`src/rtl/program_loader.sv`:
```
// Boot-time RAM filler: parses count, big-endian words and an XOR checksum from a
// byte stream, writes the words from address 0 and holds the CPU until verified.
module program_loader #(
    parameter int WORD_WIDTH    = 16,
    parameter int ADDRESS_WIDTH = 8
) (
    input  logic                     i_clock,
    input  logic                     i_reset,
    input  logic                     i_byte_valid,
    input  logic [7:0]               i_byte,
    output logic                     o_byte_ready,
    output logic                     o_ram_write_enable,
    output logic [ADDRESS_WIDTH-1:0] o_ram_address,
    output logic [WORD_WIDTH-1:0]    o_ram_write_data,
    output logic                     o_cpu_hold,
    output logic                     o_done,
    output logic                     o_error
);
    // WORD_WIDTH is expected to be a whole number of bytes.
    localparam int BYTES_PER_WORD = WORD_WIDTH / 8;
    localparam int INDEX_WIDTH    = (BYTES_PER_WORD > 1) ? $clog2(BYTES_PER_WORD) : 1;
    localparam logic [INDEX_WIDTH-1:0] LAST_INDEX = INDEX_WIDTH'(BYTES_PER_WORD - 1);

    typedef enum logic [2:0] {
        S_COUNT,
        S_DATA,
        S_WRITE,
        S_CHECK,
        S_DONE,
        S_ERROR
    } state_t;

    state_t                   state;
    logic [7:0]               remaining;
    logic [7:0]               checksum;
    logic [ADDRESS_WIDTH-1:0] address;
    logic [INDEX_WIDTH-1:0]   byte_index;
    logic [WORD_WIDTH-1:0]    word_shift;
    logic [WORD_WIDTH-1:0]    word_next;
    logic                     byte_accept;

    assign byte_accept = i_byte_valid && o_byte_ready;
    assign word_next   = (word_shift << 8) | WORD_WIDTH'(i_byte);

    // Every status output is a pure decode of the state register.
    assign o_byte_ready       = (state == S_COUNT) || (state == S_DATA) || (state == S_CHECK);
    assign o_ram_write_enable = (state == S_WRITE);
    assign o_cpu_hold         = (state != S_DONE);
    assign o_done             = (state == S_DONE);
    assign o_error            = (state == S_ERROR);

    always_ff @(posedge i_clock or posedge i_reset) begin
        if (i_reset) begin
            state            <= S_COUNT;
            remaining        <= '0;
            checksum         <= '0;
            address          <= '0;
            byte_index       <= '0;
            o_ram_address    <= '0;
            o_ram_write_data <= '0;
        end else begin
            case (state)
                S_COUNT: begin
                    if (byte_accept) begin
                        remaining  <= i_byte;
                        checksum   <= i_byte;
                        address    <= '0;
                        byte_index <= '0;
                        state      <= (i_byte == 8'd0) ? S_CHECK : S_DATA;
                    end
                end
                S_DATA: begin
                    if (byte_accept) begin
                        checksum <= checksum ^ i_byte;
                        if (byte_index == LAST_INDEX) begin
                            // Latch address/data now so they stay put after the write.
                            byte_index       <= '0;
                            o_ram_address    <= address;
                            o_ram_write_data <= word_next;
                            state            <= S_WRITE;
                        end else begin
                            byte_index <= byte_index + INDEX_WIDTH'(1);
                        end
                    end
                end
                S_WRITE: begin
                    address   <= address + ADDRESS_WIDTH'(1);
                    remaining <= remaining - 8'd1;
                    state     <= (remaining == 8'd1) ? S_CHECK : S_DATA;
                end
                S_CHECK: begin
                    if (byte_accept) begin
                        state <= (i_byte == checksum) ? S_DONE : S_ERROR;
                    end
                end
                S_DONE:  state <= S_DONE;
                S_ERROR: state <= S_ERROR;
                // An unreachable encoding keeps the CPU held rather than releasing it.
                default: state <= S_ERROR;
            endcase
        end
    end

    // Assembly register carries only data; stale bytes are fully shifted out per word.
    always_ff @(posedge i_clock) begin
        if (state == S_DATA && byte_accept) begin
            word_shift <= word_next;
        end
    end

endmodule
```
`config.mk`:
```
export PLATFORM = sky130hd
export DESIGN_NAME = program_loader
export DESIGN_NICKNAME = d
export VERILOG_FILES = /design/src/rtl/program_loader.sv
export SDC_FILE = /design/constraint.sdc
export NUM_CORES = 1
export LEC_CHECK = 0
export CAP_MARGIN = 20
export CORE_AREA = 2 2 73 75
export CTS_BUF_LIST = sky130_fd_sc_hd__clkbuf_4
export DETAILED_ROUTE_END_ITERATION = 12
export DIE_AREA = 0 0 75 77
export PLACE_DENSITY = 0.81
export SYNTH_ARGS = -nofsm -noshare
export SYNTH_HDL_FRONTEND = slang
export SYNTH_SLANG_ARGS = --single-unit
```
`constraint.sdc`:
```
create_clock -name i_clock -period 2 [get_ports i_clock]
set_input_delay 0.2 -clock i_clock [delete_from_list [all_inputs] [get_ports i_clock]]
set_output_delay 0.2 -clock i_clock [all_outputs]
set_load 0.02 [all_outputs]
```
==> metrics.md <==
| Metric | Value |
|---|---|
| Antenna cell count | `0` |
| GRT overflow | `0` |
| Vias | `2041` |
| Router iterations before antenna repair | `4` |
| # hold bufs at CTS | `0` |
| PostCTS Resize Cnt | `5` |
| Multiplexer share of the synthesized area | `0.110` |
| Fin. Hold Viols | `0` |
| Synth top cells by count | `52 x dfrtp_1, 25 x mux2_2, 18 x a21oi_1` |
| Placeable core area | `4980 um^2` |
| Mean Syn Cell Area | `11.7 um^2` |
| Reg power frac | `0.433` |
| Io pins | `40` |
| Largest net degree at the start of global routing | `53` |
| Initial antenna violation count | `0` |
| Crit path time final | `1.90 ns` |
| Largest family of logic cells by synthesized area | `simple AND/OR/NAND/NOR gates` |
| Flops & latches, synth | `60` |
| CP endpoint kind | `output port` |
| Startpoint types | `flip-flop` |
| Crit path cell chain | `or3b_1 -> inv_6 -> dlygate4sd2_1` |
| Clock share of power | `0.205` |
| Worst EP arrival | `1.70 ns` |
| Count leader, synth | `dfrtp_1` |
| Ys async rst share | `0.867` |
| Slowest cell on the critical path | `or3b_1` |
| Final nets | `307` |
| Synthesized Nets | `248` |
| Seq/Total Area, Yosys | `0.563` |
| DR iter-0 viols | `140` |
| Internal cell power | `2.91 mW` |
| HPWL after detailed placement | `3860 um` |
| Post-synthesis xor/xnor area fraction | `0.0288` |
| Final cell count without fillers | `368` |
| Wire per inst | `15.5 um` |
| # setup viols final | `0` |
| Die height | `77 um` |
| Vias in the first global route | `1935` |
| Cell leakage power | `1.49 nW` |
| CTS tree | `built` |
| Setup TNS | `0 ns` |
| Vias per cell | `5.55` |
| First-pass GRT wire length | `9310 um` |
| RSZ-0062 raised after global routing | `no` |
| GRT Util Overall | `0.216` |
| Share of the synthesized area in the top cell type | `0.475` |
| Synth area leader | `dfrtp_1` |
| # Post-CTS Setup Buffers | `0` |
| Synth Area in Simple Gates | `0.137` |
| Share of layout cells above drive strength 1 | `0.218` |
| Worst Hold Class | `in -> async` |
| Post-Synth Adder-Cell Area | `0.0137` |
| Worst-margin pin slew | `0.474 ns` |
| Fin crit share | `0.948` |
| Dominant register cell in the synthesized netlist | `dfrtp_1` |
| Max-Slew Margin vs Limit | `0.681` |
| Area grow syn2layout | `26.0%` |
| CP Class | `reg -> out` |
| Die width | `75 um` |
| Drt drc | `0` |
| Cell Pwr Density | `1290 nW/um^2` |
| GP Congestion | `0.802` |
| Status | `finished, final reports clean` |
| Max rail drop VDD | `0.00103 V` |
| Synth Cell Area | `2740 um^2` |
| Yosys warnings | `0` |
| EDFF count, synth | `8` |
| Clk buf depth | `2` |
| Final Max Tran Viols | `0` |
| Req. time, crit path | `1.80 ns` |
| Clk_lat worst skew | `0.40 ns` |
| Synth Area in Compound Gates | `0.110` |
| Placed insts | `352` |
| Skew final | `0.00864 ns` |
| Clock transition at path regs | `0.09 ns` |
| Sw Ratio | `0.346` |
| Die ar. | `5780 um^2` |
| ANT nets after route | `0` |
| PortBufs | `39` |
| CTS Root Cell | `clkbuf_4` |
| CTS Sinks | `60` |
| Yosys cell types | `48` |
| H-tree Lvls | `3` |
| Mapped Cells | `234` |
| Combinational share of power | `0.362` |
| Max incr delay on CP | `0.44 ns` |
| Row cnt | `26` |
| F_max | `527 MHz` |
| Critical path peak fanout | `9` |
| Routed WL | `5710 um` |
| CTS buffer count | `9` |
| Initial Util | `0.550` |
| Sw Pwr | `1.54 mW` |
| Top post-synthesis cells by area | `dfrtp_1 48%, mux2_2 10%, edfxtp_1 8.8%` |
| Max-cap violations | `0` |
-- layout make-up --
cell class | instances | area, um^2
clock inverters | 7 | 81.3
multi-input cells | 156 | 1090
inverters | 7 | 31.3
clock buffers | 9 | 67.6
repair buffers | 59 | 547
fillers | 354 | 1530
flip-flops and latches | 60 | 1540
well taps | 70 | 87.6
-- layout by cell type (no fill, tap or decap), types with 4 or more instances in the layout --
cell	instances
mux2_2	25
nand2_1	13
dfrtp_1	52
clkdlybuf4s50_1	34
nor2_1	15
buf_4	19
a311oi_1	5
xor2_1	4
a21oi_1	18
xnor2_1	5
inv_1	5
dlygate4sd2_1	5
edfxtp_1	8
clkbuf_4	9
nand3_1	13
o21ai_0	13
-- power groups by stage --
stage          registers, mW  clock network [mW]  logic (mW)
2_1_floorplan           2.10                   0       0.780
3_3_place_gp            1.92                   0        1.58
3_5_place_dp            1.93                   0        1.63
4_1_cts                 1.92               0.930        1.62
5_1_grt                 1.97               0.988        1.75
6_report                1.93               0.911        1.61
-- stage by stage --
stage / setup WS, ns / instance area, um^2 / power (mW) / util / hold WS, ns
5_1_grt: 0.0116 / 3450 / 4.71 / 0.693 / 0.196
2_1_floorplan: 0.338 / 2740 / 2.88 / - / 0.299
6_report: 0.103 / 3450 / 4.45 / 0.693 / 0.157
3_3_place_gp: 0.188 / 3310 / 3.50 / 0.665 / 0.458
4_1_cts: 0.0705 / 3450 / 4.47 / 0.693 / 0.142
3_5_place_dp: 0.167 / 3310 / 3.56 / 0.665 / 0.469
-- registers in the layout, summed over array words and instances, names as in the netlist --
| signal | cells |
|---|---|
| remaining | 8 |
| o_ram_address | 8 |
| o_ram_write_data | 16 |
| state | 3 |
| byte_index | 1 |
| word_shift | 8 |
| address | 8 |
| checksum | 8 |
-- kinds of logic (layout without fill, tap and decap cells) --
group                    after synthesis  in the layout
AND/OR/NAND/NOR                       68             68
multiplexers                          27             27
XOR/XNOR                               9              9
adder cells (fa/ha/maj)                3              3
buffers and inverters                 18             82
flip-flops                            60             60
AO/OA/AOI/OAI                         49             49
-- metal layers --
layer,GRT usage,share of wire,vias up
met5,0,0,-
met4,0.100,0.015,0
met3,0.0526,0.070,10
met2,0.325,0.49,75
met1,0.292,0.43,974
li1,-,-,982
-- path summary, 6_finish.rpt --
kind,cells after the start,end,startpoint,slack (ns)
worst min-delay path,3,o_ram_address[4]$_DFFE_PP0P_,i_reset,0.16
min in group i_clock,1,word_shift[3]$_DFFE_PP_,i_byte[3],0.49
worst max-delay path,3,o_ram_write_enable,state[0]$_DFFE_PP0P_,0.10
worst min register to register,1,address[7]$_DFFE_PP0P_,address[7]$_DFFE_PP0P_,0.49
worst max register to register,6,remaining[4]$_DFFE_PP0P_,state[0]$_DFFE_PP0P_,0.21
max in group asynchronous,3,o_ram_write_data[7]$_DFFE_PP0P_,i_reset,1.61
-- critical path, delay by kind of cell (launching register included) --
| family | cells | cell delay, ns |
|---|---|---|
| buf+inv | 2 | 0.46 |
| simple gates | 1 | 0.44 |
| flops | 1 | 0.41 |
Power figures use the tool's default switching activity.
==> RTL edit 1: new RTL, config.mk and constraints unchanged <==
The parameter `ADDRESS_WIDTH` goes from 8 to 7.
--- a/src/rtl/program_loader.sv
+++ b/src/rtl/program_loader.sv
@@ -4,3 +4,3 @@
     parameter int WORD_WIDTH    = 16,
-    parameter int ADDRESS_WIDTH = 8
+    parameter int ADDRESS_WIDTH = 7
 ) (
Ports: changed (resized o_ram_address); port bits go from 40 to 39. The function was not compared with the original's and may differ.
==> RTL edit 1 against the original RTL <==
Sequential power rose by 8%. Worst setup slack got worse by 31 ps. Clock power fell by 28%. Final area fell by 3.8%. Critical path depth did not move. Synthesized cell count fell by 5.1%. Synthesized area fell by 4.2%. Sequential cell count fell by 2. Critical path type unchanged. Wire length fell by 5.0%. First-iteration DRC count fell by 6.4%. Total power rose by 4.3%.
==> RTL edit 1: results (changes against the original RTL) <==
| Metric | Value |
|---|---|
| DP HPWL | `3810 µm (-1.2%)` |
| Final Skew | `10.6 ps (+2.00 ps)` |
| # setup viols final | `0 (unchanged)` |
| Worst Path Max Fanout | `8 (-1)` |
| Reg2reg start | `remaining[1]` |
| Slew headroom | `67.7% (-0.43 points)` |
| Pin count of the biggest net entering global routing | `51 (-3.8%)` |
| FFs w/ async S/R, synth | `86.2% (-0.46 points)` |
| Vias in the first global route | `1879 (-2.9%)` |
| CP peak stage delay | `480 ps (+40 ps)` |
| Final WL | `5420 µm (-5.0%)` |
| Arr. time, crit path | `1730 ps (+30 ps)` |
| Post-CTS setup buffers | `0 (unchanged)` |
| Maximum VDD drop | `0.742 mV (-28%)` |
| Commonest cells post-synth | `dfrtp_1, nand2_1, mux2_2` |
| Layout Nets | `299 (-2.6%)` |
| Netlist cell types | `45 (-6.3%)` |
| R2R Path End | `remaining[6]` |
| # resized after CTS | `5 (unchanged)` |
| Critical-path top delay cell | `or3b_2` |
| Detail Route Antenna Nets | `0 (unchanged)` |
| Register area share after synthesis | `56.8% (+0.56 points)` |
| Leading post-synthesis cells by cell area | `dfrtp_1, edfxtp_1, mux2_2` |
| Outcome | `finished clean` |
| Placer Congestion | `0.866 (+8.0%)` |
| DRT iter0 DRCs | `131 (-6.4%)` |
| Via density | `5.25 (-5.3%)` |
| First-pass GRT wire length | `9160 µm (-1.6%)` |
| Slack of the worst reg-to-reg path | `130 ps (-80 ps)` |
| Synthesized netlist net count | `236 (-4.8%)` |
| Gr usage total | `21.6% (-0.065 points)` |
| Fin Hold WS | `156 ps (-0.963 ps)` |
RTL edit 1: changes by cell type in the layout (fill, tap and decap cells not counted), moves of 3 or more:
cell	change
a21oi_1	-10
nand3_1	-6
nand2_1	+17
dfrtp_1	-4
nor2_1	-6
mux2_2	-6
o21ai_0	-4
xor2_1	+8
mux2_1	+5
a311oi_1	-5
buf_4	+3
RTL edit 1: metal layers:
| metal | wire (µm) | vias to the layer above | global-route usage, % | share of wire, % |
|---|---|---|---|---|
| met2 | 2650 | 45 | 32.2 | 49 |
| met3 | 205 | 9 | 6.44 | 3.8 |
| met1 | 2470 | 921 | 29.7 | 46 |
| met4 | 97 | 0 | 7.86 | 1.8 |
| met5 | 0 | - | 0 | 0 |
| li1 | - | 915 | - | - |
RTL edit 1: report_power, final:
group	switching (µW)	total, µW	internal [µW]
registers	382	2080	1700
clock network	409	658	249
logic	908	1900	993
total	1700	4640	2940
RTL edit 1: stage by stage:
| stage | std cells | power (µW) | setup slack, ps | instance area, µm² | utilization, % |
|---|---|---|---|---|---|
| 2_1_floorplan | 222 | 3180 | 244 | 2620 | - |
| 3_3_place_gp | 344 | 3920 | 140 | 3210 | 64.6 |
| 3_5_place_dp | 344 | 4030 | 126 | 3210 | 64.6 |
| 4_1_cts | 360 | 4670 | 10.3 | 3310 | 66.6 |
| 5_1_grt | 360 | 4950 | 20.0 | 3320 | 66.7 |
| 6_report | 360 | 4640 | 72.6 | 3320 | 66.7 |
RTL edit 1: area by class of cell:
class / instances / area [µm²]
inverters: 6 / 23.8
well taps: 70 / 87.6
multi-input cells: 149 / 1050
clock inverters: 6 / 25.0
clock buffers: 10 / 75.1
fillers: 399 / 1660
flip-flops and latches: 58 / 1490
repair buffers: 61 / 567
RTL edit 1: worst max-delay path: cells and delay by family (launching register included):
| kind | cells | cell delay (ps) |
|---|---|---|
| buffers and inverters | 2 | 380 |
| flip-flops | 1 | 460 |
| AND/OR/NAND/NOR | 1 | 480 |
RTL edit 1: how the worst max path moves through the flow:
stage | from | end | slack, ps | cells after the start
4_1_cts | state[0] | o_byte_ready | 10 | 4
3_3_place_gp | i_byte[1] | state[1] | 140 | 5
3_5_place_dp | remaining[0] | remaining[6] | 130 | 6
5_1_grt | state[0] | o_done | 20 | 3
2_1_floorplan | state[2] | o_ram_address[6] | 240 | 6
6_report | state[0] | o_done | 70 | 3
RTL edit 1: logic make-up (layout without fill, tap and decap cells):
kind of cell	count (synthesis)	after routing	share of synthesized area (%)
and+or+nand+nor	73	73	14.5
buffers and inverters	15	83	3.29
AOI/OAI and AO/OA	31	31	7.49
adders and majority gates	3	3	1.43
muxes	26	26	11.1
DFF	58	58	56.8
xor gates and xnor gates	16	16	5.34
==> RTL edit 2: new RTL, config.mk and constraints unchanged <==
Made on the original files. Re-encode `state_t` (6 states) as one-hot, 6 bits wide.
--- a/src/rtl/program_loader.sv
+++ b/src/rtl/program_loader.sv
@@ -23,9 +23,9 @@
 
-    typedef enum logic [2:0] {
-        S_COUNT,
-        S_DATA,
-        S_WRITE,
-        S_CHECK,
-        S_DONE,
-        S_ERROR
+    typedef enum logic [5:0] {
+        S_COUNT = 6'b000001,
+        S_DATA  = 6'b000010,
+        S_WRITE = 6'b000100,
+        S_CHECK = 6'b001000,
+        S_DONE  = 6'b010000,
+        S_ERROR = 6'b100000
     } state_t;
Formal check against the unedited RTL: same outputs for any inputs over 10 cycles, from zero or initial values and one cycle with i_reset high; not proved beyond that.
==> RTL edit 2 against the original RTL <==
The run now ends with setup timing left. Synthesized cell count rose by 10%. Synthesized area rose by 10%. Worst setup slack got worse by 240 ps. Register-to-register slack got worse by 250 ps. Wire length rose by 47%. Final area rose by 24%. Hold slack got worse by 47 ps. Die area did not move. Sequential cell count rose by 3. Critical path type unchanged. Critical endpoint is now o_done.
Power is not compared: it rests on default switching activity, and its combinational part moved more than twofold at a synthesized area within 25%.
==> RTL edit 2: results (changes against the original RTL) <==
| Metric | Value |
|---|---|
| Outcome | `finished, violations left` |
| Violated checks | `setup timing` |
| Worst Path Max Fanout | `3 (-6)` |
| Critical Path Sink | `o_done` |
| PnR worst setup slack | `-133 ps (-237 ps)` |
| Leading post-synthesis cells by cell area | `dfrtp_1, mux2_2, edfxtp_1` |
| R2R Path End | `address[7]` |
| # setup viols final | `21 (+21)` |
| Placed Area | `0.00377 mm² (+14%)` |
| Gr usage total | `28.5% (+6.9 points)` |
| Post-Synth XOR/XNOR Area | `3.19% (+0.31 points)` |
| Signal buf overhead | `20.5% (+4.7 points)` |
| Layout Nets | `362 (+18%)` |
| Clock-pin slew on the worst setup and hold paths | `110 ps (+20 ps)` |
| Filler Cell Count | `239 (-32%)` |
| Via density | `6.05 (+9.0%)` |
| Dominant delay contributor by cell family on the critical path | `simple AND/OR/NAND/NOR gates` |
| Post-synthesis mux area share | `14.4% (+3.4 points)` |
| DRT iter0 DRCs | `305 (+120%)` |
| Slack of the worst reg-to-reg path | `-40 ps (-250 ps)` |
| Final instance area | `0.00427 mm² (+24%)` |
| Buffers outside the clock class | `90 (+53%)` |
| Arr. time, crit path | `1930 ps (+230 ps)` |
| FFs w/ async S/R, synth | `87.3% (+0.63 points)` |
| Post-synthesis register bit count | `63 (+5.0%)` |
| Skew-Pair Late Insertion Delay | `450 ps (+50 ps)` |
| Layout cell share with drive strength beyond 1 | `37.1% (+15 points)` |
| Inst Count DP | `395 (+12%)` |
| Inverters excl. clock | `10 (+3)` |
| Routed length per instance | `19.8 µm (+28%)` |
| Worst slack, placed | `-161 ps (-328 ps)` |
| Slew headroom | `63.7% (-4.4 points)` |
| Vias in the first global route | `2428 (+25%)` |
| Compound-Gate Fraction of Synth Area | `11.0% (about the same)` |
| TNS Setup | `-604 ps (-604 ps)` |
| Seq area share | `37.9% (-6.8 points)` |
| Placer Congestion | `0.887 (+11%)` |
| CP peak stage delay | `530 ps (+90 ps)` |
| #MultiIn Comb | `174 (+12%)` |
| Post-synthesis adder-cell area fraction | `1.24% (-0.13 points)` |
RTL edit 2: repair_timing:
action	CTS	global route
gates resized for setup	43	30
buffers inserted	8	2
cloned	0	2
pin swaps	5	11
endpoints found under the setup margin	33	63
RTL edit 2: power by group:
group	internal, µW	switching, µW	leakage, µW
logic	67.1	83.9	0.00101
registers	1310	14.4	0.000805
clock network	770	511	0.000107
RTL edit 2: layer usage:
| layer | GRT usage (%) | wire length (µm) | up-vias |
|---|---|---|---|
| li1 | - | - | 1147 |
| met1 | 39.4 | 3490 | 1246 |
| met2 | 42.7 | 4070 | 140 |
| met3 | 6.83 | 548 | 25 |
| met4 | 12.1 | 286 | 0 |
| met5 | 0 | 0 | - |
RTL edit 2: worst min path at each step:
stage,endpoint,slack (ps)
2_1_floorplan,checksum[0],290
3_3_place_gp,o_ram_write_data[14],460
3_5_place_dp,o_ram_write_data[14],470
4_1_cts,o_ram_write_data[8],130
5_1_grt,o_ram_write_data[14],190
6_report,address[7],110
